$ cat src/rtl/i2c_target_regs.sv
// rtl/i2c_target_regs.sv - I2C target exposing a byte-wide register bus to fabric logic
//
// Purpose: addressable I2C responder. Oversampled SCL/SDA are synchronised and
// glitch-filtered, then START/STOP/address/pointer/data are decoded. A write
// sequence (addr/W, pointer, data...) issues wr_en strobes; a read sequence
// (addr/R) issues rd_req strobes and shifts rd_data out on SDA. SCL is never
// driven; SDA is open-drain through sda_oe.
//
// Ports:
//   clk       in   system clock, at least 20x the SCL rate
//   reset     in   synchronous, active-high
//   scl_in    in   raw SCL pin level (asynchronous)
//   sda_in    in   raw SDA pin level (asynchronous)
//   sda_oe    out  1 = pull SDA low, 0 = release
//   wr_en     out  one-cycle write strobe
//   wr_addr   out  register address for the write
//   wr_data   out  write data
//   rd_req    out  one-cycle read strobe; rd_data expected the next cycle
//   rd_addr   out  register address for the read
//   rd_data   in   read data, valid one clock after rd_req
//   busy      out  high from address match until STOP or repeated START
//   stop_evt  out  one-cycle pulse when STOP ends an addressed transaction
//
// Build option: define I2C_TGT_AUTOINC_EN to advance the register pointer after
// every acknowledged write byte and every master-acknowledged read byte.
// Without it the pointer only changes in the pointer phase.

module i2c_target_regs #(
   parameter logic [6:0] DEV_ADDR = 7'h42,
   parameter int         FILT_LEN = 3
) (
   input  logic       clk,
   input  logic       reset,
   input  logic       scl_in,
   input  logic       sda_in,
   output logic       sda_oe,
   output logic       wr_en,
   output logic [7:0] wr_addr,
   output logic [7:0] wr_data,
   output logic       rd_req,
   output logic [7:0] rd_addr,
   input  logic [7:0] rd_data,
   output logic       busy,
   output logic       stop_evt
);

   typedef enum logic [3:0] {
      IDLE,
      ADDR,
      ADDR_ACK,
      PTR,
      PTR_ACK,
      WDATA,
      WDATA_ACK,
      RDATA,
      RDATA_MACK
   } state_t;

   state_t state, state_next;

   // ------------------------------------------------------------------
   // Input conditioning: 2-FF synchroniser, then a level is accepted only
   // after FILT_LEN identical samples. Idle bus level is high.
   // ------------------------------------------------------------------
   logic [1:0]          scl_sync, sda_sync;
   logic [FILT_LEN-1:0] scl_hist, sda_hist;
   logic                scl_f, sda_f, scl_p, sda_p;

   always_ff @(posedge clk) begin
      if (reset) begin
         scl_sync <= 2'b11;
         sda_sync <= 2'b11;
         scl_hist <= '1;
         sda_hist <= '1;
         scl_f    <= 1'b1;
         sda_f    <= 1'b1;
         scl_p    <= 1'b1;
         sda_p    <= 1'b1;
      end else begin
         scl_sync <= {scl_sync[0], scl_in};
         sda_sync <= {sda_sync[0], sda_in};
         scl_hist <= {scl_hist[FILT_LEN-2:0], scl_sync[1]};
         sda_hist <= {sda_hist[FILT_LEN-2:0], sda_sync[1]};
         if (scl_hist == '1)
            scl_f <= 1'b1;
         else if (scl_hist == '0)
            scl_f <= 1'b0;
         if (sda_hist == '1)
            sda_f <= 1'b1;
         else if (sda_hist == '0)
            sda_f <= 1'b0;
         scl_p <= scl_f;
         sda_p <= sda_f;
      end
   end

   logic scl_rise, scl_fall, start_det, stop_det;

   assign scl_rise  = scl_f & ~scl_p;
   assign scl_fall  = ~scl_f & scl_p;
   // SCL must be high both before and after the SDA transition
   assign start_det = scl_f & scl_p & sda_p & ~sda_f;
   assign stop_det  = scl_f & scl_p & ~sda_p & sda_f;

   // ------------------------------------------------------------------
   // Datapath registers
   // ------------------------------------------------------------------
   logic [7:0] shift;       // received bits, MSB first
   logic [7:0] tx;          // byte being shifted out in RDATA
   logic [3:0] bit_cnt;
   logic       ack_phase;   // in ACK states: 9th bit in progress
   logic       rw;
   logic [7:0] pointer;
   logic       sda_drv;
   logic       rd_pend;     // rd_data is valid this cycle

   logic [7:0] byte_in;
   logic       addr_match;
   logic [7:0] ptr_after;

   assign byte_in    = {shift[6:0], sda_f};
   assign addr_match = (byte_in[7:1] == DEV_ADDR);

`ifdef I2C_TGT_AUTOINC_EN
   assign ptr_after = pointer + 8'd1;
`else
   assign ptr_after = pointer;
`endif

   // Releasing on STOP must not wait for the register update
   assign sda_oe = sda_drv & ~stop_det;

   // ------------------------------------------------------------------
   // Next-state logic
   // ------------------------------------------------------------------
   always_comb begin
      state_next = state;
      if (stop_det) begin
         state_next = IDLE;
      end else if (start_det) begin
         state_next = ADDR;
      end else begin
         case (state)
            ADDR: begin
               if (scl_rise && bit_cnt == 4'd7)
                  state_next = addr_match ? ADDR_ACK : IDLE;
            end
            ADDR_ACK: begin
               if (scl_fall && ack_phase)
                  state_next = rw ? RDATA : PTR;
            end
            PTR: begin
               if (scl_rise && bit_cnt == 4'd7)
                  state_next = PTR_ACK;
            end
            PTR_ACK: begin
               if (scl_fall && ack_phase)
                  state_next = WDATA;
            end
            WDATA: begin
               if (scl_rise && bit_cnt == 4'd7)
                  state_next = WDATA_ACK;
            end
            WDATA_ACK: begin
               if (scl_fall && ack_phase)
                  state_next = WDATA;
            end
            RDATA: begin
               if (scl_fall && bit_cnt == 4'd8)
                  state_next = RDATA_MACK;
            end
            RDATA_MACK: begin
               // master NACK ends the read; bus is left alone until STOP/START
               if (scl_rise && sda_f)
                  state_next = IDLE;
               else if (scl_fall && ack_phase)
                  state_next = RDATA;
            end
            default: state_next = state;
         endcase
      end
   end

   // ------------------------------------------------------------------
   // State register and datapath
   // ------------------------------------------------------------------
   always_ff @(posedge clk) begin
      if (reset) begin
         state     <= IDLE;
         shift     <= 8'h00;
         tx        <= 8'h00;
         bit_cnt   <= 4'd0;
         ack_phase <= 1'b0;
         rw        <= 1'b0;
         pointer   <= 8'h00;
         sda_drv   <= 1'b0;
         busy      <= 1'b0;
         stop_evt  <= 1'b0;
         wr_en     <= 1'b0;
         wr_addr   <= 8'h00;
         wr_data   <= 8'h00;
         rd_req    <= 1'b0;
         rd_addr   <= 8'h00;
         rd_pend   <= 1'b0;
      end else begin
         state    <= state_next;
         wr_en    <= 1'b0;
         rd_req   <= 1'b0;
         stop_evt <= 1'b0;
         rd_pend  <= rd_req;
         if (rd_pend)
            tx <= rd_data;

         if (stop_det) begin
            sda_drv   <= 1'b0;
            busy      <= 1'b0;
            stop_evt  <= busy;
            bit_cnt   <= 4'd0;
            ack_phase <= 1'b0;
         end else if (start_det) begin
            sda_drv   <= 1'b0;
            busy      <= 1'b0;
            bit_cnt   <= 4'd0;
            ack_phase <= 1'b0;
         end else begin
            case (state)
               ADDR, PTR, WDATA: begin
                  if (scl_rise) begin
                     shift   <= byte_in;
                     bit_cnt <= bit_cnt + 4'd1;
                     if (bit_cnt == 4'd7) begin
                        bit_cnt   <= 4'd0;
                        ack_phase <= 1'b0;
                        if (state == ADDR && addr_match) begin
                           busy <= 1'b1;
                           rw   <= byte_in[0];
                        end
                        if (state == PTR)
                           pointer <= byte_in;
                     end
                  end
               end

               ADDR_ACK, PTR_ACK, WDATA_ACK: begin
                  // first fall opens the ACK slot, second fall closes it
                  if (scl_fall) begin
                     if (!ack_phase) begin
                        ack_phase <= 1'b1;
                        sda_drv   <= 1'b1;
                        if (state == ADDR_ACK && rw) begin
                           rd_req  <= 1'b1;
                           rd_addr <= pointer;
                        end
                     end else begin
                        ack_phase <= 1'b0;
                        bit_cnt   <= 4'd0;
                        if (state == ADDR_ACK && rw) begin
                           sda_drv <= ~tx[7];
                           tx      <= {tx[6:0], 1'b0};
                           bit_cnt <= 4'd1;
                        end else begin
                           sda_drv <= 1'b0;
                        end
                     end
                  end
                  if (scl_rise && ack_phase && state == WDATA_ACK) begin
                     wr_en   <= 1'b1;
                     wr_addr <= pointer;
                     wr_data <= shift;
                     pointer <= ptr_after;
                  end
               end

               RDATA: begin
                  // bit_cnt counts bits already placed on SDA
                  if (scl_fall) begin
                     if (bit_cnt == 4'd8) begin
                        sda_drv   <= 1'b0;
                        ack_phase <= 1'b0;
                     end else begin
                        sda_drv <= ~tx[7];
                        tx      <= {tx[6:0], 1'b0};
                        bit_cnt <= bit_cnt + 4'd1;
                     end
                  end
               end

               RDATA_MACK: begin
                  if (scl_rise && !sda_f) begin
                     ack_phase <= 1'b1;
                     pointer   <= ptr_after;
                     rd_req    <= 1'b1;
                     rd_addr   <= ptr_after;
                  end
                  if (scl_fall && ack_phase) begin
                     ack_phase <= 1'b0;
                     sda_drv   <= ~tx[7];
                     tx        <= {tx[6:0], 1'b0};
                     bit_cnt   <= 4'd1;
                  end
               end

               default: begin
               end
            endcase
         end
      end
   end

endmodule

$ cat config.mk
export PLATFORM = sky130hd
export DESIGN_NAME = i2c_target_regs
export DESIGN_NICKNAME = d
export VERILOG_FILES = /design/src/rtl/i2c_target_regs.sv
export SDC_FILE = /design/constraint.sdc
export NUM_CORES = 1
export LEC_CHECK = 0
export CORE_MARGIN = 2
export CORE_UTILIZATION = 35
export DETAILED_ROUTE_END_ITERATION = 8
export PLACE_DENSITY_LB_ADDON = 0.3
export REMOVE_ABC_BUFFERS = 1
export SKIP_LAST_GASP = 1
export SYNTH_ARGS = -nofsm -noshare
export SYNTH_HDL_FRONTEND = slang
export SYNTH_SLANG_ARGS = --single-unit
$ cat constraint.sdc
create_clock -name clk -period 1.9 [get_ports clk]
set_clock_uncertainty 0.15 [all_clocks]
set_input_delay 0.57 -clock clk [delete_from_list [all_inputs] [get_ports clk]]
set_output_delay 0.57 -clock clk [all_outputs]
set_load 0.01 [all_outputs]
# Word-level counts from Yosys, hierarchy flattened
# Cells that the tools add are included.
[classes]
n_eq_ne = 39
div_mod_pow = 0
reduce_logical = 37
bitwise_logic = 16
n_lt_le_gt_ge = 0
n_mul = 0
n_addsub = 1
n_mux = 58
shift = 0
[ops]
columns = ["op", "count"]
rows = [
  ["8-bit two-way mux", 13],
  ["4-bit two-way mux", 15],
  ["2-bit inequality test (second input constant)", 15],
  ["4-bit one-hot mux with 7 select lines", 1],
  ["8-bit one-hot mux with 3 select lines", 1],
  ["1-bit two-way mux", 21],
  ["7-bit AND reduction", 3],
  ["4-bit by 3-bit == test with 1-bit output (second input constant)", 5],
  ["3-bit inequality test (second input constant)", 6],
  ["4-bit one-hot mux with 4 select lines", 1],
  ["8-bit one-hot mux with 2 select lines", 1],
  ["4-bit AND reduction", 4],
  ["8-bit AND reduction", 2],
  ["6-bit AND reduction", 2],
  ["2-bit OR reduction", 5],
  ["1-bit logical AND", 9],
  ["3-bit OR reduction", 3],
  ["1-bit AND", 8],
  ["4-bit by 2-bit == test with 1-bit output (second input constant)", 2],
  ["4-bit == test (second input constant)", 2],
  ["1-bit inverter", 8],
  ["8-bit nonzero test", 1],
  ["7-bit == test (second input constant)", 1],
  ["7-bit nonzero test", 1],
  ["other kinds (18)", 21],
]
[word_totals]
latchBits = 0
inputBits = 12
n_memories = 0
ff_bits = 78
ram_bits = 0
output_inout_bits = 29
mem_bits_ro = 0

# Depth between registers and ports, before layout
# Gate-level depths: netlist of run 1.
[depth]
word_depth = 8
ltp_mapped = 8
mapped_depth_nobuf = 7

# Worst setup path after synthesis of run 1
# OpenSTA, ideal clock, no wires.
[synth_path]
path_kind = "register to register"
start = "reg state[1]"
end = "reg bit_cnt[1]"
period_less_slack_ns = 2.075
path_slack_ns = -0.175
arrival_ns = 1.855
required_time_ns = 1.680
path_stages_with_launch = 7
cell_sequence = "dfxtp_1 > buf_6 > or4b_4 > buf_6 > o311a_4 > or4b_1 > a21oi_1"
[synth_via]
elab_chain_len = 4
[synth_lines]
columns = ["item", "line_no", "source"]
rows = [
  ["start: declaration", "59", "state_t state, state_next;"],
  ["start signal: assignment", "206", "state <= state_next;"],
  ["4-bit by 2-bit == test with 1-bit output (tied with other cells)", "226", "case (state)"],
  ["3-bit OR reduction", "226", ""],
  ["4-bit nonzero test (no line) / 2-bit inequality test (equally long branches)", "--", ""],
  ["7-bit AND reduction (no line)", "--", ""],
  ["end signal: assignment", "230", "bit_cnt <= bit_cnt + 4'd1;"],
  ["end signal: assignment", "283", "bit_cnt <= bit_cnt + 4'd1;"],
  ["end: declaration", "110", "logic [3:0] bit_cnt;"],
]
# Several ways; a longest one is shown, not always the timed one.
# A chain may end at the register's enable or synchronous reset.

# Worst setup path after layout of run 1
[layout_path]
start = "reg state[2]"
end = "reg bit_cnt[1]"
# Same word-level chain as after synthesis.

==> reports/results.ini, run 1 <==
[yosys]
synth_edf_count = 0
synth_flop_cell = dfxtp_1
synth_seq_cells = 78
yosysSeqAreaShare_pct = 46.29
synth_warnings = 0
postSynthCellCount = 351
ys_types = 52
synthArstFlopShare_pct = 0
synth_area_leaders = dfxtp_1 46%, mux2i_1 15%, nor2_1 7.0%, mux2_2 2.7%, or2_2 2.6%
syn-cell-area_sq_mm = 0.003373
synth.avg_cell_area_sq_um = 9.610
yosys.area.top_type = dfxtp_1
synth_top_area_share_pct = 46.29

[pwr]
vdd_ir_drop_max_mv = 0.4385
pwr_density_cell_mw_per_mm2 = 646.6
p_leak_nw = 2.225
p_total_mw = 3.168

[timing]
period_minus_slack_ns = 2.022
fmax_mhz = 494.5
timing.final.crit_share_pct = 106.4
slew_viol_final = 0
worst_hold_slack_ns = 0.2605
tns_ns = -0.7634
setup_viol_count_final = 14
worst_slew_pin_slew_ns = 0.4904
hold_violations = 0
slew_headroom_pct = 67.15
rsz0062_at_grt = yes
setup_ws_ns = -0.1222

[final_layout]
final_common_cell = dfxtp_1
utilization_pct = 52.78
stdcell_area_sq_mm = 0.004900
diodes = 0
fillers = 864
final_cell_mix = 69 x dfxtp_1, 65 x buf_4, 63 x nor2_1
nets = 474
areaGrowthSynthToFinish_pct = 45.25
drive_gt1_share_pct = 36.99

[global_routing]
grt_overflow = 0
antenna_found_initial = 0
grt_max_degree = 37
grtUsageTotal_pct = 17.87
grt_pass1_vias = 2999
grt_pass1_wl_mm = 14.53

[clock_network]
clock_latency_ns = 0.36
cts.clk_slew.worst_paths_ns = 0.09
cts_buffers = 9
cts_tree = done
cts_sinks = 78
root_buffer = clkbuf_8
clockBufferDepth = 2
h-tree-depth = 3
hold_buffers = 0

[floorplan]
initial_core_util_pct = 36.33
fp-row-count = 35
dieArea_sq_mm = 0.01044
dieWidth_um = 102.2
chipHeight_um = 102.2
core_sq_mm = 0.009284
io_pins = 41

[placement]
io_buffers = 40
placed_area_sq_mm = 0.004327
dp_hpwl_mm = 6.046
gp_congestion = 0.9321

[detailed_routing]
routed_wl_mm = 9.028
drtIter0Drc = 105
wl_per_cell_um = 15.20
top_layer = met4
num_vias = 2946
met2RoutedLength_mm = 4.534
vias_per_cell = 4.960
wl_met1_mm = 3.816
wl_met3_um = 543
drc = 0
ant_nets = 0
dr.pass1.iters = 4

[status]
status = complete, but fails checks
violations = negative setup slack

[critical_path]
cp_max_fo = 7
cp_slowest_stage_delay_ns = 0.56
path_class = register to register
slowest_stage = or4b_4
crit_top_cell = or4b_4
end_kind = register
startpoint_type = register
crit_family = simple AND/OR/NAND/NOR gates
crit_cells = 4
path_cells = or4b_4 -> o311a_4 -> or4b_4 -> a21oi_2
worst-path-buf-inv = 0
crit_required_ns = 2.04
r2r_cells = 4
worstPathArrival_ns = 2.16

[hold_path]
worstHoldPathCells = 1
min_path_type = register to register

[flow_run]
maxCapViolCount = 0

-- area by class of cell --
| cell class | count | area [sq um] | area share [%] |
|---|---|---|---|
| multi-input combinational | 245 | 1899 | 38.76 |
| tap | 129 | 161.4 | 3.294 |
| inverter | 5 | 18.77 | 0.3830 |
| clock buffer | 10 | 137.6 | 2.809 |
| timing repair buffer | 121 | 1050 | 21.42 |
| clock inverter | 6 | 45.04 | 0.9193 |
| sequential | 78 | 1588 | 32.41 |
-- where the power goes --
part / switching (mW) / internal [mW] / leakage (nW)
combinational: 0.163 / 0.180 / 1.50
clock: 0.646 / 0.517 / 0.0966
sequential: 0.0193 / 1.64 / 0.632
total: 0.829 / 2.34 / 2.22
-- layer usage --
layer,GRT usage [%],up-vias
li1,-,1452
met3,4.925,12
met5,0,-
met4,5.949,0
met2,31.02,80
met1,21.38,1402
-- state kept, by name, summed over array words and instances (netlist names), 2 cells and up --
signal and flops:
shift 8, rd_addr 8, wr_data 8, state 4, sda_hist 3, bit_cnt 4, sda_sync 2, scl_hist 3
wr_addr 8, scl_sync 2, tx 8, pointer 8
-- synthesized netlist by cell type, drive strengths merged (2+ instances only) --
master and count:
nand3b 4, and3 2, nand3 2, a31oi 5
ha 2, o21a 2, a211oi 5, a21oi 11
nand2b 6, nand4b 2, o31ai 2, dfxtp 78
o32ai 2, nand4 2, nor4b 4, buf 8
and3b 4, mux2 8, or2 14, o311a 2
or4b 2, o21bai 2, nor2 63, inv 5
nor2b 5, nor3b 2, mux2i 51, o21ai 9
o211ai 3, nor3 2, or3 2, and2 2
or4 2, clkbuf 15, nand2 10, o22ai 2
-- path summary, 6_finish.rpt --
kind          startpoint           to  slack (ns)
max             state[2]   bit_cnt[1]       -0.12
min reg2reg  scl_sync[0]  scl_sync[1]        0.26
max reg2reg     state[2]   bit_cnt[1]       -0.12
min          scl_sync[0]  scl_sync[1]        0.26
-- worst reg2reg max path, stage by stage (launching register included) --
cell     delay (ns)
dfxtp_4        0.39
or4b_4         0.56
o311a_4        0.17
or4b_4         0.54
a21oi_2        0.14
-- through the flow --
| stage | instances | setup slack, ns |
|---|---|---|
| after CTS | 587 | -0.1094 |
| after detailed placement | 558 | -0.1890 |
| after global routing | 594 | -0.1858 |
| after global placement | 558 | -0.1769 |
| after floorplan | 328 | -0.7865 |
| final | 594 | -0.1222 |
-- repair_timing --
item	in CTS	in global routing
pin swaps	11	20
setup endpoints to repair	56	29
resized for setup	60	46
endpoints found under the hold margin	0	0
setup buffers	13	8
-- logic make-up after synthesis --
| kind of cell | after synthesis | synth area share [%] |
|---|---|---|
| AO/OA/AOI/OAI | 52 | 10.79 |
| XOR/XNOR | 1 | 0.2597 |
| adder cells (fa/ha/maj) | 2 | 0.7417 |
| buffers and inverters | 28 | 3.709 |
| flip-flops | 78 | 46.29 |
| multiplexers | 59 | 17.80 |
| AND/OR/NAND/NOR | 131 | 20.40 |
No activity file was read; power rests on OpenSTA's default activity.
==> inputs of run 2 (changes only) <==
--- a/config.mk
+++ b/config.mk
@@ -5,7 +5,6 @@
 export SDC_FILE = /design/constraint.sdc
 export NUM_CORES = 1
 export LEC_CHECK = 0
-export CORE_MARGIN = 2
 export CORE_UTILIZATION = 35
 export DETAILED_ROUTE_END_ITERATION = 8
 export PLACE_DENSITY_LB_ADDON = 0.3
==> reports/results.ini, run 2 (same netlist as run 1, synthesis figures left out) <==
[status]
status = complete, but fails checks
violations = negative setup slack

[clock_network]
h-tree-depth = 3
clockBufferDepth = 2
hold_buffers = 0
cts_sinks = 78
clock_latency_ns = 0.35
cts.clk_slew.worst_paths_ns = 0.09
cts_tree = done
cts_buffers = 9
root_buffer = clkbuf_8

[timing]
worst_slew_pin_slew_ns = 0.3386
worst_hold_slack_ns = 0.2611
hold_violations = 0
period_minus_slack_ns = 2.043
timing.final.crit_share_pct = 107.5
slew_viol_final = 0
tns_ns = -0.7378
slew_headroom_pct = 77.40
setup_viol_count_final = 20
fmax_mhz = 489.4
rsz0062_at_grt = yes
setup_ws_ns = -0.1434

[critical_path]
r2r_slack_ns = -0.14
end_kind = register
worst-path-buf-inv = 1
slowest_stage = or4b_4
crit_family = simple AND/OR/NAND/NOR gates
crit_cells = 5
crit_required_ns = 2.04
path_cells = buf_6 -> or4b_4 -> o311a_4 -> or4b_4 -> a21oi_2
crit_top_cell = or4b_4
crit_end = bit_cnt[1]
startpoint = state[3]
cp_max_fo = 5
r2r_cells = 5
cp_slowest_stage_delay_ns = 0.52
worstPathArrival_ns = 2.18
reg2reg_to = bit_cnt[1]
path_class = register to register
worst_r2r_startpoint = state[3]
startpoint_type = register

[detailed_routing]
num_vias = 2950
top_layer = met4
wl_met3_um = 426
ant_nets = 0
drc = 0
dr.pass1.iters = 4
vias_per_cell = 4.917
routed_wl_mm = 8.947
drtIter0Drc = 115
wl_met1_mm = 4.136
met2RoutedLength_mm = 4.251
wl_per_cell_um = 14.91

[final_layout]
nets = 480
fillers = 875
seqCellArea_sq_mm = 0.001583
diodes = 0
utilization_pct = 54.00
multi_input_area_sq_mm = 0.001962
final_common_cell = buf_4
drive_gt1_share_pct = 38.43
stdcell_area_sq_mm = 0.005014
areaGrowthSynthToFinish_pct = 48.63
final_cell_mix = 72 x buf_4, 69 x dfxtp_1, 62 x nor2_1

[floorplan]
chipHeight_um = 100.2
io_pins = 41
dieArea_sq_mm = 0.01003
dieWidth_um = 100.2
core_sq_mm = 0.009284
initial_core_util_pct = 36.33
fp-row-count = 35

[global_routing]
grt_pass1_vias = 2932
grt_max_degree = 28
grt_pass1_wl_mm = 14.19
grtUsageTotal_pct = 18.00
grt_overflow = 0
antenna_found_initial = 0

[pwr]
p_leak_nw = 2.248
vdd_ir_drop_max_mv = 0.4330
pwr_density_cell_mw_per_mm2 = 670.8

[placement]
gp_congestion = 0.8880
placed_area_sq_mm = 0.004344
io_buffers = 40
dp_hpwl_mm = 5.870

[flow_run]
maxCapViolCount = 0

[hold_path]
min_path_type = register to register

-- run 2: cell count changes in the layout (fill, tap and decap cells not counted), sizes merged --
cell / before / now
clkinvlp: 0 / 1
clkinv: 5 / 2
inv: 6 / 8
bufinv: 0 / 1
buf: 82 / 86
o311a: 2 / 3
-- run 2: power breakdown --
part / leakage, nW / switching (mW) / internal [mW]
combinational: 1.51 / 0.184 / 0.197
sequential: 0.632 / 0.0174 / 1.64
clock: 0.102 / 0.695 / 0.626
total: 2.25 / 0.896 / 2.47
-- run 2: repair_timing --
action / CTS / global route
cloned: 1 / 1
setup endpoints to repair: 53 / 41
setup buffers: 20 / 2
pin swaps: 21 / 23
resized for setup: 68 / 44
-- run 2: cell type report --
class | instances | area share (%)
Clock buffer | 9 | 2.471
Clock inverter | 7 | 1.597
Inverter | 5 | 0.3743
Multi-Input combinational cell | 246 | 39.13
Sequential cell | 78 | 31.57
Tap cell | 129 | 3.219
Timing Repair Buffer | 126 | 21.64
-- run 2: worst min path at each step --
stage | end | startpoint | cells past startpoint | slack [ns]
after floorplan | scl_hist[0] | scl_sync[1] | 1 | 0.24
after global placement | sda_hist[0] | sda_sync[1] | 1 | 0.24
after detailed placement | sda_hist[0] | sda_sync[1] | 1 | 0.24
after CTS | sda_hist[0] | sda_sync[1] | 1 | 0.26
after global routing | scl_sync[1] | scl_sync[0] | 1 | 0.29
final | sda_hist[0] | sda_sync[1] | 1 | 0.26
-- run 2: through the flow --
stage / setup WS [ns] / instances / power (mW)
6_report: -0.1434 / 600 / 3.363
5_1_grt: -0.1875 / 600 / 3.496
4_1_cts: -0.1370 / 599 / 3.351
3_5_place_dp: -0.1478 / 562 / 1.957
3_3_place_gp: -0.1479 / 562 / 1.955
2_1_floorplan: -0.7865 / 328 / 1.806
-- run 2: routing by layer --
metal | GRT usage [%] | up-vias
li1 | - | 1470
met4 | 6.577 | 0
met3 | 3.621 | 15
met1 | 23.46 | 1397
met2 | 29.50 | 68
met5 | 0 | -
==> inputs of run 3 (changes only) <==
--- a/config.mk
+++ b/config.mk
@@ -9,6 +9,7 @@
 export DETAILED_ROUTE_END_ITERATION = 8
 export PLACE_DENSITY_LB_ADDON = 0.3
 export REMOVE_ABC_BUFFERS = 1
+export SETUP_SLACK_MARGIN = 0.2
 export SKIP_LAST_GASP = 1
 export SYNTH_ARGS = -nofsm -noshare
 export SYNTH_HDL_FRONTEND = slang
==> reports/results.ini, run 3 (same netlist as run 1, synthesis figures left out) <==
[timing]
slew_viol_final = 0
setup_viol_count_final = 24
hold_violations = 0
rsz0062_at_grt = yes
worst_hold_slack_ns = 0.2614
timing.final.crit_share_pct = 110.1
tns_ns = -1.078
fmax_mhz = 477.9
period_minus_slack_ns = 2.092
setup_ws_ns = -0.1925
slew_headroom_pct = 77.11
worst_slew_pin_slew_ns = 0.3419

[floorplan]
fp-row-count = 35
core_sq_mm = 0.009284
initial_core_util_pct = 36.33
dieArea_sq_mm = 0.01003
chipHeight_um = 100.2
dieWidth_um = 100.2
io_pins = 41

[final_layout]
final_common_cell = buf_4
fin_cells = 618
drive_gt1_share_pct = 46.01
diodes = 0
areaGrowthSynthToFinish_pct = 55.16
nets = 498
final_cell_mix = 73 x buf_4, 64 x dfxtp_1, 62 x nor2_1

[critical_path]
reg2reg_to = bit_cnt[1]
cp_slowest_stage_delay_ns = 0.53
cp_max_fo = 8
crit_cells = 7
worst-path-buf-inv = 2
r2r_slack_ns = -0.19
crit_required_ns = 2.04
crit_family = simple AND/OR/NAND/NOR gates
crit_top_cell = buf_4
path_class = register to register
worstPathArrival_ns = 2.23
startpoint_type = register
slowest_stage = or4b_4
end_kind = register
r2r_cells = 7
worst_r2r_startpoint = state[2]
path_cells = nor2_1 -> buf_4 -> o32a_1 -> o21ai_1 -> buf_4 -> or4b_4 -> a21oi_2

[detailed_routing]
dr.pass1.iters = 4
ant_nets = 0
num_vias = 3097
routed_wl_mm = 9.638
vias_per_cell = 5.011
drtIter0Drc = 85
wl_per_cell_um = 15.60
drc = 0

[clock_network]
h-tree-depth = 3
clock_latency_ns = 0.36
cts_sinks = 78
cts.clk_slew.worst_paths_ns = 0.09
cts_tree = done
root_buffer = clkbuf_8
clockBufferDepth = 2
cts_buffers = 9

[pwr]
p_leak_nw = 2.289
pwr_density_cell_mw_per_mm2 = 649.7
p_total_mw = 3.400
vdd_ir_drop_max_mv = 0.4272

[flow_run]
maxCapViolCount = 0

[hold_path]
worstHoldPathCells = 1
min_path_type = register to register
hp-start = sda_sync[1]
min_to = sda_hist[0]

[placement]
gp_congestion = 0.8880
dp_cells = 562
dp_hpwl_mm = 5.870
io_buffers = 40

[global_routing]
grt_pass1_vias = 3060
grtUsageTotal_pct = 19.25
grt_pass1_wl_mm = 15.03
antenna_found_initial = 0
grt_overflow = 0
grt_max_degree = 28

[status]
status = complete, but fails checks
violations = negative setup slack

-- run 3: cell types whose count changed in the layout (fill, tap and decap cells not counted), sizes merged --
| cell | delta |
|---|---|
| clkbuf | +14 |
| buf | +20 |
| dlygate4sd2 | -26 |
| clkdlybuf4s15 | +10 |
-- run 3: stage by stage --
step,utilization (%),area [sq um],setup slack [ns]
after global routing,56.37,5234,-0.2276
after global placement,46.79,4344,-0.1479
final,56.37,5234,-0.1925
after detailed placement,46.79,4344,-0.1478
after CTS,54.53,5062,-0.1370
after floorplan,-,3267,-0.7865
-- run 3: metal layers --
| metal | vias up | wire [um] | GRT usage (%) |
|---|---|---|---|
| met1 | 1488 | 4227 | 24.36 |
| met5 | - | 0 | 0 |
| met2 | 81 | 4702 | 31.61 |
| met4 | 0 | 220 | 7.915 |
| li1 | 1507 | - | - |
| met3 | 21 | 487 | 4.387 |
-- run 3: how the worst max path moves through the flow --
stage | start | endpoint
5_1_grt | state[2] | bit_cnt[1]
4_1_cts | state[3] | rd_addr[2]
2_1_floorplan | state[1] | rd_addr[0]
3_5_place_dp | state[3] | rd_addr[1]
6_report | state[2] | bit_cnt[1]
3_3_place_gp | state[2] | rd_addr[1]
-- run 3: layout make-up --
| cell class | count | area (sq um) |
|---|---|---|
| Clock inverter | 7 | 80.08 |
| Tap cell | 129 | 161.4 |
| Clock buffer | 9 | 123.9 |
| Multi-Input combinational cell | 246 | 1981 |
| Fill cell | 853 | 4050 |
| Inverter | 5 | 18.77 |
| Timing Repair Buffer | 144 | 1277 |
| Sequential cell | 78 | 1592 |
-- run 3: report_power, final --
part | internal, mW | leakage (nW) | switching [mW]
logic | 0.217 | 1.55 | 0.195
clock network | 0.626 | 0.102 | 0.703
registers | 1.64 | 0.634 | 0.0175
total | 2.49 | 2.29 | 0.915
-- run 3: what timing repair did --
action,in CTS,in global routing
setup endpoints to repair,82,87
hold buffers,0,0
gates resized for setup,119,69
gates cloned,3,0
buffers inserted,26,11
pin swaps,32,28
